[src/rtl/decade_counter_2d_if.sv]
// Control and status bundle for decade_counter_2d: the master drives load/count
// requests, the slave (the counter) returns the BCD count, terminal count and load error.
interface decade_counter_2d_if #(
  parameter int DIGITS = 2
) ();
  logic                  en;
  logic                  load;
  logic                  up;
  logic [4*DIGITS-1:0]   d_in;
  logic [4*DIGITS-1:0]   count;
  logic                  tc;
  logic                  load_err;

  modport master (
    output en, load, up, d_in,
    input  count, tc, load_err
  );

  modport slave (
    input  en, load, up, d_in,
    output count, tc, load_err
  );
endinterface

[src/rtl/decade_counter_2d.sv]
// Cascaded BCD counter updating on the falling edge of clk, with validated parallel load.
// Define DECADE_COUNTER_DOWN_EN to enable down counting selected by bus.up.
module decade_counter_2d #(
  parameter int DIGITS = 2
) (
  input  logic               clk,
  input  logic               reset,
  decade_counter_2d_if.slave bus
);
  localparam int W = 4 * DIGITS;

  logic [W-1:0]      r_count;
  logic              r_load_err;
  logic [W-1:0]      w_count_next;
  logic [DIGITS-1:0] w_nib_bad;
  logic [DIGITS:0]   w_lo9;
  logic              w_load_bad;
  logic              w_tc_hit;

  // w_lo9[k] is the carry into digit k: every digit below k currently holds 9
  assign w_lo9[0] = 1'b1;

`ifdef DECADE_COUNTER_DOWN_EN
  logic [DIGITS:0] w_lo0;
  logic            w_dir_up;

  assign w_lo0[0] = 1'b1;
  assign w_dir_up = bus.up;
`endif

  genvar gi;
  generate
    for (gi = 0; gi < DIGITS; gi++) begin : g_digit
      logic [3:0] w_dig;
      logic [3:0] w_up_val;

      assign w_dig          = r_count[4*gi +: 4];
      assign w_nib_bad[gi]  = (bus.d_in[4*gi +: 4] > 4'd9);
      assign w_lo9[gi+1]    = w_lo9[gi] & (w_dig == 4'd9);
      assign w_up_val       = w_lo9[gi] ? ((w_dig == 4'd9) ? 4'd0 : w_dig + 4'd1) : w_dig;

`ifdef DECADE_COUNTER_DOWN_EN
      logic [3:0] w_dn_val;

      assign w_lo0[gi+1]    = w_lo0[gi] & (w_dig == 4'd0);
      assign w_dn_val       = w_lo0[gi] ? ((w_dig == 4'd0) ? 4'd9 : w_dig - 4'd1) : w_dig;
      assign w_count_next[4*gi +: 4] = w_dir_up ? w_up_val : w_dn_val;
`else
      assign w_count_next[4*gi +: 4] = w_up_val;
`endif
    end
  endgenerate

  assign w_load_bad = |w_nib_bad;

`ifdef DECADE_COUNTER_DOWN_EN
  assign w_tc_hit = w_dir_up ? w_lo9[DIGITS] : w_lo0[DIGITS];
`else
  logic w_unused_up;
  assign w_unused_up = bus.up;
  assign w_tc_hit    = w_lo9[DIGITS];
`endif

  // Combinational so a downstream instance on the same edge sees the carry in time
  assign bus.tc       = bus.en & ~bus.load & w_tc_hit;
  assign bus.count    = r_count;
  assign bus.load_err = r_load_err;

  always_ff @(negedge clk or posedge reset) begin
    if (reset) begin
      r_count    <= '0;
      r_load_err <= 1'b0;
    end else if (bus.load) begin
      // A rejected load also swallows en for this edge
      if (w_load_bad) begin
        r_load_err <= 1'b1;
      end else begin
        r_count    <= bus.d_in;
        r_load_err <= 1'b0;
      end
    end else begin
      r_load_err <= 1'b0;
      if (bus.en) begin
        r_count <= w_count_next;
      end
    end
  end
endmodule

[src/flat_wrapper.sv]
// flat-port wrapper written by rule: the top's interface ports become plain ports
module decade_counter_2d_flat 
#(
  parameter int DIGITS = 2
)
  (clk, reset, bus_en, bus_load, bus_up, bus_d_in, bus_count, bus_tc, bus_load_err);
  decade_counter_2d_if #(.DIGITS(DIGITS)) bus_i ();
  input  logic clk;
  input  logic reset;
  input wire logic [$bits(bus_i.en)-1:0] bus_en;
  input wire logic [$bits(bus_i.load)-1:0] bus_load;
  input wire logic [$bits(bus_i.up)-1:0] bus_up;
  input wire logic [$bits(bus_i.d_in)-1:0] bus_d_in;
  output wire logic [$bits(bus_i.count)-1:0] bus_count;
  output wire logic [$bits(bus_i.tc)-1:0] bus_tc;
  output wire logic [$bits(bus_i.load_err)-1:0] bus_load_err;
  assign bus_i.en = bus_en;
  assign bus_i.load = bus_load;
  assign bus_i.up = bus_up;
  assign bus_i.d_in = bus_d_in;
  assign bus_count = bus_i.count;
  assign bus_tc = bus_i.tc;
  assign bus_load_err = bus_i.load_err;
  decade_counter_2d #(.DIGITS(DIGITS)) u_core (.clk(clk), .reset(reset), .bus(bus_i));
endmodule
[config.mk]
export PLATFORM = sky130hd
export DESIGN_NAME = decade_counter_2d_flat
export DESIGN_NICKNAME = d
export VERILOG_FILES = /design/src/rtl/decade_counter_2d_if.sv /design/src/rtl/decade_counter_2d.sv /design/src/flat_wrapper.sv
export SDC_FILE = /design/constraint.sdc
export NUM_CORES = 1
export LEC_CHECK = 0
export ABC_AREA = 1
export CAP_MARGIN = 15
export CORE_UTILIZATION = 46
export CTS_CLUSTER_DIAMETER = 200
export CTS_CLUSTER_SIZE = 8
export DETAILED_ROUTE_END_ITERATION = 10
export PLACE_DENSITY_LB_ADDON = 0.05
export SLEW_MARGIN = 10
export SYNTH_ARGS = -nofsm -noshare
export SYNTH_HDL_FRONTEND = slang
export SYNTH_SLANG_ARGS = --single-unit
export TNS_END_PERCENT = 5
[constraint.sdc]
create_clock -name clk -period 1.8 [get_ports clk]
set_input_delay 0.18 -clock clk [delete_from_list [all_inputs] [get_ports clk]]
set_output_delay 0.18 -clock clk [all_outputs]
set_load 0.01 [all_outputs]
==> flow_metrics.tcl, run 1 <==
set metrics [dict create \
    rows 12 \
    grt_max_degree 10 \
    grt_overflow 0 \
    die_w_um 39.0 \
    syn2layout_area_growth_pct 71.8 \
    place_ws_ns -0.648 \
    start_kind "register" \
    synth_compound_area_frac 0.0835 \
    finalPower_uw 1040 \
    leakage_uw 0.000600 \
    utilization 0.911 \
    cts.sinks 9 \
    synthCells 95 \
    io_pins 23 \
    initialDrtViolationCount 54 \
    htreeDepth 1 \
    num-fill-cells 56 \
    power_frac_clock 0.158 \
    antenna_found_initial 0 \
    die_h_um 39.0 \
    core_um2 1190 \
    fin_cells 155 \
    synth_top_area_cell "dfrtn_1" \
    arrival_ns 2.20 \
    synth_top_family_by_area "simple AND/OR/NAND/NOR gates" \
    die_area_um2 1520 \
    hp-class "register to register" \
    netlist-cell-type-count 17 \
    sequentialPowerShare 0.271 \
    timing.max_cap.violations 0 \
    synth_area_leaders "dfrtn_1 (36%), nand2_1 (25%), nand3_1 (6.4%)" \
    multi_input_comb_area_um2 387 \
    path_cells "nand2_2 -> nor2_4 -> nand2_4 -> nor3_4 -> buf_2" \
    gp_congestion 0.876 \
    worstPathRequired_ns 1.62 \
    insertion_delay_ns 0.27 \
    setup_tns_ns -2.71 \
    swShare 0.402 \
    ir_worst_vdd_uv 542 \
    clock_skew_ns 0.00405 \
    cts_max_path_buffers 2 \
    synth_fa_ha_area_frac 0 \
    crit_fanout 2 \
    hpwl_mm 1.45 \
    slowest_stage "dfrtn_1" \
    path_delay_family "simple AND/OR/NAND/NOR gates" \
    wl_per_cell_um 17.0 \
    crit_type "register to output port" \
    cts-root-buf "clkbuf_4" \
    slowest_delay_ns 0.43 \
    grt_pass1_vias 879 \
    worst_pin_slew_ns 0.379 \
    synthXorXnorAreaFrac 0 \
    synth-simple-area-share 0.485 \
    wirelength_mm 2.63 \
    p_int_uw 625 \
    avgSynthCellArea_um2 6.62 \
    cts_tree "yes" \
    route.vias.total 926 \
    yosysTopAreaCellShare 0.358 \
    dp_cells 146 \
    nNetsFinal 155 \
    grt_setup_unrepaired "true" \
    pwr_density_cell_nw_per_um2 967 \
    clkSlewWorstSetupHoldPaths_ns 0.05 \
    start_util 0.531 \
    synthMuxAreaShare 0 \
    cts_made_buffers 3 \
    final_max_slew_viol_count 0 \
    cp-end-kind "output port" \
    grt_use_total 0.414 \
    status "complete, but fails checks" \
    route.detailed.drc 0 \
    port_buffers 21 \
    slew_headroom 0.747 \
    diodes 0 \
    violations "setup timing" \
    switchingPower_uw 420 \
    grt_first_pass_wirelength_mm 4.13 \
    pwr-share-comb 0.571 \
    ys_ff_latch 9 \
    drtPass1Iterations 4 \
    ys_warn_count 0 \
    worst_slack_ns -0.578 \
    drive_gt1_frac 0.362 \
    ant_nets 0 \
    synth.cell_area_um2 629 \
    critical_path_buf_inv_count 1 \
    hold_viol_final 0 \
    final-setup-viol-count 13 \
    syn_nets 108 \
    register_area_um2 225 \
    viasPerCell 5.97 \
    yosysSeqAreaShare 0.358 \
]
cell families (layout without fill, tap and decap cells):
group / after synthesis / in the layout
AND/OR/NAND/NOR: 64 / 64
buffers and inverters: 12 / 58
AO/OA/AOI/OAI: 10 / 10
flip-flops: 9 / 9
metal layers:
layer,vias to the layer above,track usage,share of wire
li1,399,-,-
met1,405,0.504,0.35
met2,103,0.646,0.47
met3,19,0.0809,0.12
met4,0,0.284,0.060
met5,-,0,0
cell usage after synthesis:
| master | n |
|---|---|
| o21ai_1 | 4 |
| nor2_4 | 1 |
| buf_2 | 1 |
| o21ai_0 | 4 |
| inv_2 | 3 |
| dfrtn_1 | 9 |
| nand3_1 | 8 |
| nand3_2 | 1 |
| a21oi_1 | 1 |
| nor3_2 | 1 |
| nand2_2 | 2 |
| nand4_1 | 3 |
| o211ai_1 | 1 |
| nor2_1 | 3 |
| inv_1 | 8 |
| nand2_1 | 42 |
| nand2_4 | 3 |
flip-flops by register name, indices dropped and copies added, names as in the netlist:
| register | count |
|---|---|
| u_core.bus.count | 8 |
| u_core.bus.load_err | 1 |
tightest hold or removal path, stage by stage (launching register included):
cell and delay [ns]:
dfrtn_1 0.44, buf_6 0.13, o211ai_1 0.09, nand2_1 0.06
timing repair:
action                     in CTS  in global routing
hold buffers                    0                  0
pin swaps                       6                  1
setup buffers                   4                  1
gates resized for setup        66                  3
setup endpoints to repair      19                 17
path summary, 6_finish.rpt:
check                           cells past startpoint                start  slack, ns                  end
worst max-delay path                                5  u_core.bus.count[3]      -0.58               bus_tc
worst min-delay path                                3  u_core.bus.count[1]       0.63  u_core.bus.count[1]
worst max register to register                      9  u_core.bus.count[6]       0.50  u_core.bus.count[7]
worst min register to register                      3  u_core.bus.count[1]       0.63  u_core.bus.count[1]
max in group asynchronous                           2                reset       0.53  u_core.bus.count[4]
min in group asynchronous                           2                reset       0.96  u_core.bus.load_err
placed cells by master (no fill, tap or decap), types with 2 or more instances in the layout:
cell / instances
nand2_1: 41
buf_4: 16
buf_6: 13
dfrtn_1: 9
nand3_1: 8
inv_1: 7
dlygate4sd2_1: 7
inv_2: 4
nand2_4: 4
o21ai_0: 4
nor2_1: 3
nand4_1: 3
clkbuf_4: 3
clkdlybuf4s50_1: 3
buf_2: 3
nand2_2: 2
o21ai_2: 2
o21ai_1: 2
power by group through the flow:
stage                     clock (uW)  combinational [uW]  sequential, uW
after global routing             171                 631             286
after global placement             0                 474             275
after CTS                        158                 550             281
after detailed placement           0                 495             278
final                            165                 597             283
after floorplan                    0                 167             330
stage by stage:
step           hold WS, ns  cell area (um2)
6_report             0.631             1080
5_1_grt              0.649             1080
4_1_cts              0.612             1070
3_5_place_dp         0.588              986
3_3_place_gp         0.575              986
2_1_floorplan        0.553              636
cell type report:
class,count,area share
multi-input cells,74,0.358
repair buffers,43,0.355
flip-flops and latches,9,0.208
inverters,11,0.0382
clock buffers,4,0.0243
well taps,14,0.0162
(Power assumes the default switching activity.)
==> inputs of run 2 (changes only) <==
- CTS_CLUSTER_DIAMETER: 200 -> 40
==> results of run 2 <==
Final layout, timing and power as in run 1 (identical DEF).
==> inputs of run 3 (changes only) <==
- MAX_ROUTING_LAYER: unset -> met4
==> flow_metrics.tcl, run 3 (synthesized netlist as in run 1, its figures left out) <==
set metrics [dict create \
    die_h_um 39.0 \
    grt_max_degree 10 \
    grt_overflow 0 \
    mostFrequentLayoutCells "nand2_1 (41), buf_4 (16), buf_6 (14)" \
    clkSlewWorstSetupHoldPaths_ns 0.05 \
    port_buffers 21 \
    route.detailed.drc 0 \
    path_cells "nand2_2 -> nor2_4 -> nand2_4 -> nor3_4 -> buf_2" \
    cp-end-kind "output port" \
    dp_cells 147 \
    die_w_um 39.0 \
    hpwl_mm 1.36 \
    ir_worst_vdd_uv 707 \
    final_max_slew_viol_count 0 \
    antenna_found_initial 0 \
    syn2layout_area_growth_pct 73.0 \
    arrival_ns 2.18 \
    nNetsFinal 156 \
    place_ws_ns -0.645 \
    crit_type "register to output port" \
    crit_fanout 2 \
    cts_hold_buf 0 \
    cts_max_path_buffers 2 \
    viasPerCell 6.15 \
    drtPass1Iterations 4 \
    insertion_delay_ns 0.29 \
    slowest_stage "dfrtn_1" \
    cts-root-buf "clkbuf_4" \
    core_um2 1190 \
    timing.max_cap.violations 0 \
    status "complete, but fails checks" \
    design_area_um2 1090 \
    worstPathRequired_ns 1.62 \
    diodes 0 \
    leakage_uw 0.000603 \
    wirelength_mm 2.75 \
    largest_reg_flops 8 \
    cts_tree "yes" \
    drive_gt1_frac 0.366 \
    slew_headroom 0.735 \
    final-setup-viol-count 13 \
    die_area_um2 1520 \
    rows 12 \
    cts_made_buffers 3 \
    wl_per_cell_um 17.6 \
    mostFrequentLayoutCell "nand2_1" \
    grt_first_pass_wirelength_mm 4.19 \
    placedInstanceArea_um2 993 \
    grt_pass1_vias 885 \
    start_kind "register" \
    finalPower_uw 1060 \
    hold_ws_ns 0.640 \
    grt_use_total 0.441 \
    io_pins 23 \
    worst_pin_slew_ns 0.397 \
    worst_slack_ns -0.557 \
    route.vias.total 959 \
    violations "setup timing" \
    gp_congestion 0.883 \
    hp-class "register to register" \
    path_delay_family "flip-flops" \
    start_util 0.531 \
    fin_cells 156 \
    cts.sinks 9 \
    pwr_density_cell_nw_per_um2 976 \
    slowest_delay_ns 0.44 \
    initialDrtViolationCount 86 \
    critical_path_buf_inv_count 1 \
    ant_nets 0 \
    clock_skew_ns 0.00900 \
    grt_setup_unrepaired "true" \
    htreeDepth 1 \
    hold_viol_final 0 \
]
-- run 3: cell types whose count changed in the layout (fill, tap and decap cells not counted), sizes merged --
cell           previous run  this run
buf                      32        33
clkdlybuf4s15             1         2
dlygate4sd2               7         6
-- run 3: tightest hold or removal path: cells and delay by family (launching register included) --
family                 cells  cell delay, ns
buffers and inverters      1            0.12
AND/OR/NAND/NOR            2            0.16
flip-flops                 1            0.44
-- run 3: area by class of cell --
| class | instances | area [um2] |
|---|---|---|
| repair buffers | 44 | 397 |
| multi-input cells | 74 | 382 |
| flip-flops and latches | 9 | 225 |
| fillers | 48 | 97.6 |
| inverters | 11 | 41.3 |
| clock buffers | 4 | 26.3 |
| well taps | 14 | 17.5 |
-- run 3: worst paths after layout --
kind	from	to	slack (ns)	depth (start not counted)
hold / removal	u_core.bus.count[7]	u_core.bus.count[7]	0.64	3
max in group asynchronous	reset	u_core.bus.count[3]	0.50	2
hold reg to reg	u_core.bus.count[7]	u_core.bus.count[7]	0.64	3
min in group asynchronous	reset	u_core.bus.count[6]	0.98	2
setup reg to reg	u_core.bus.count[0]	u_core.bus.count[3]	0.46	9
setup / recovery	u_core.bus.count[3]	bus_tc	-0.56	5
-- run 3: power breakdown --
group | leakage [uW] | total, uW | switching, uW | internal [uW]
Sequential | 0.000113 | 287 | 36.3 | 251
Clock | 0.0000150 | 175 | 89.1 | 86.1
Combinational | 0.000476 | 600 | 306 | 294
-- run 3: metal layers --
metal,routed length [um],up-vias,track usage
li1,-,400,-
met3,324,28,0.0983
met1,1010,437,0.500
met4,172,0,0.267
met2,1250,94,0.704
met5,0,-,-
-- run 3: timing repair --
action | in CTS | in global routing
resized for setup | 68 | 3
pin swaps | 6 | 1
setup endpoints to repair | 19 | 18
setup buffers | 2 | 3
-- run 3: metrics by stage --
step	setup TNS, ns	utilization
global route	-3.25	0.918
floorplan	-0.266	-
finish	-2.96	0.918
global placement	-7.79	0.838
detailed placement	-8.04	0.838
CTS	-2.34	0.903
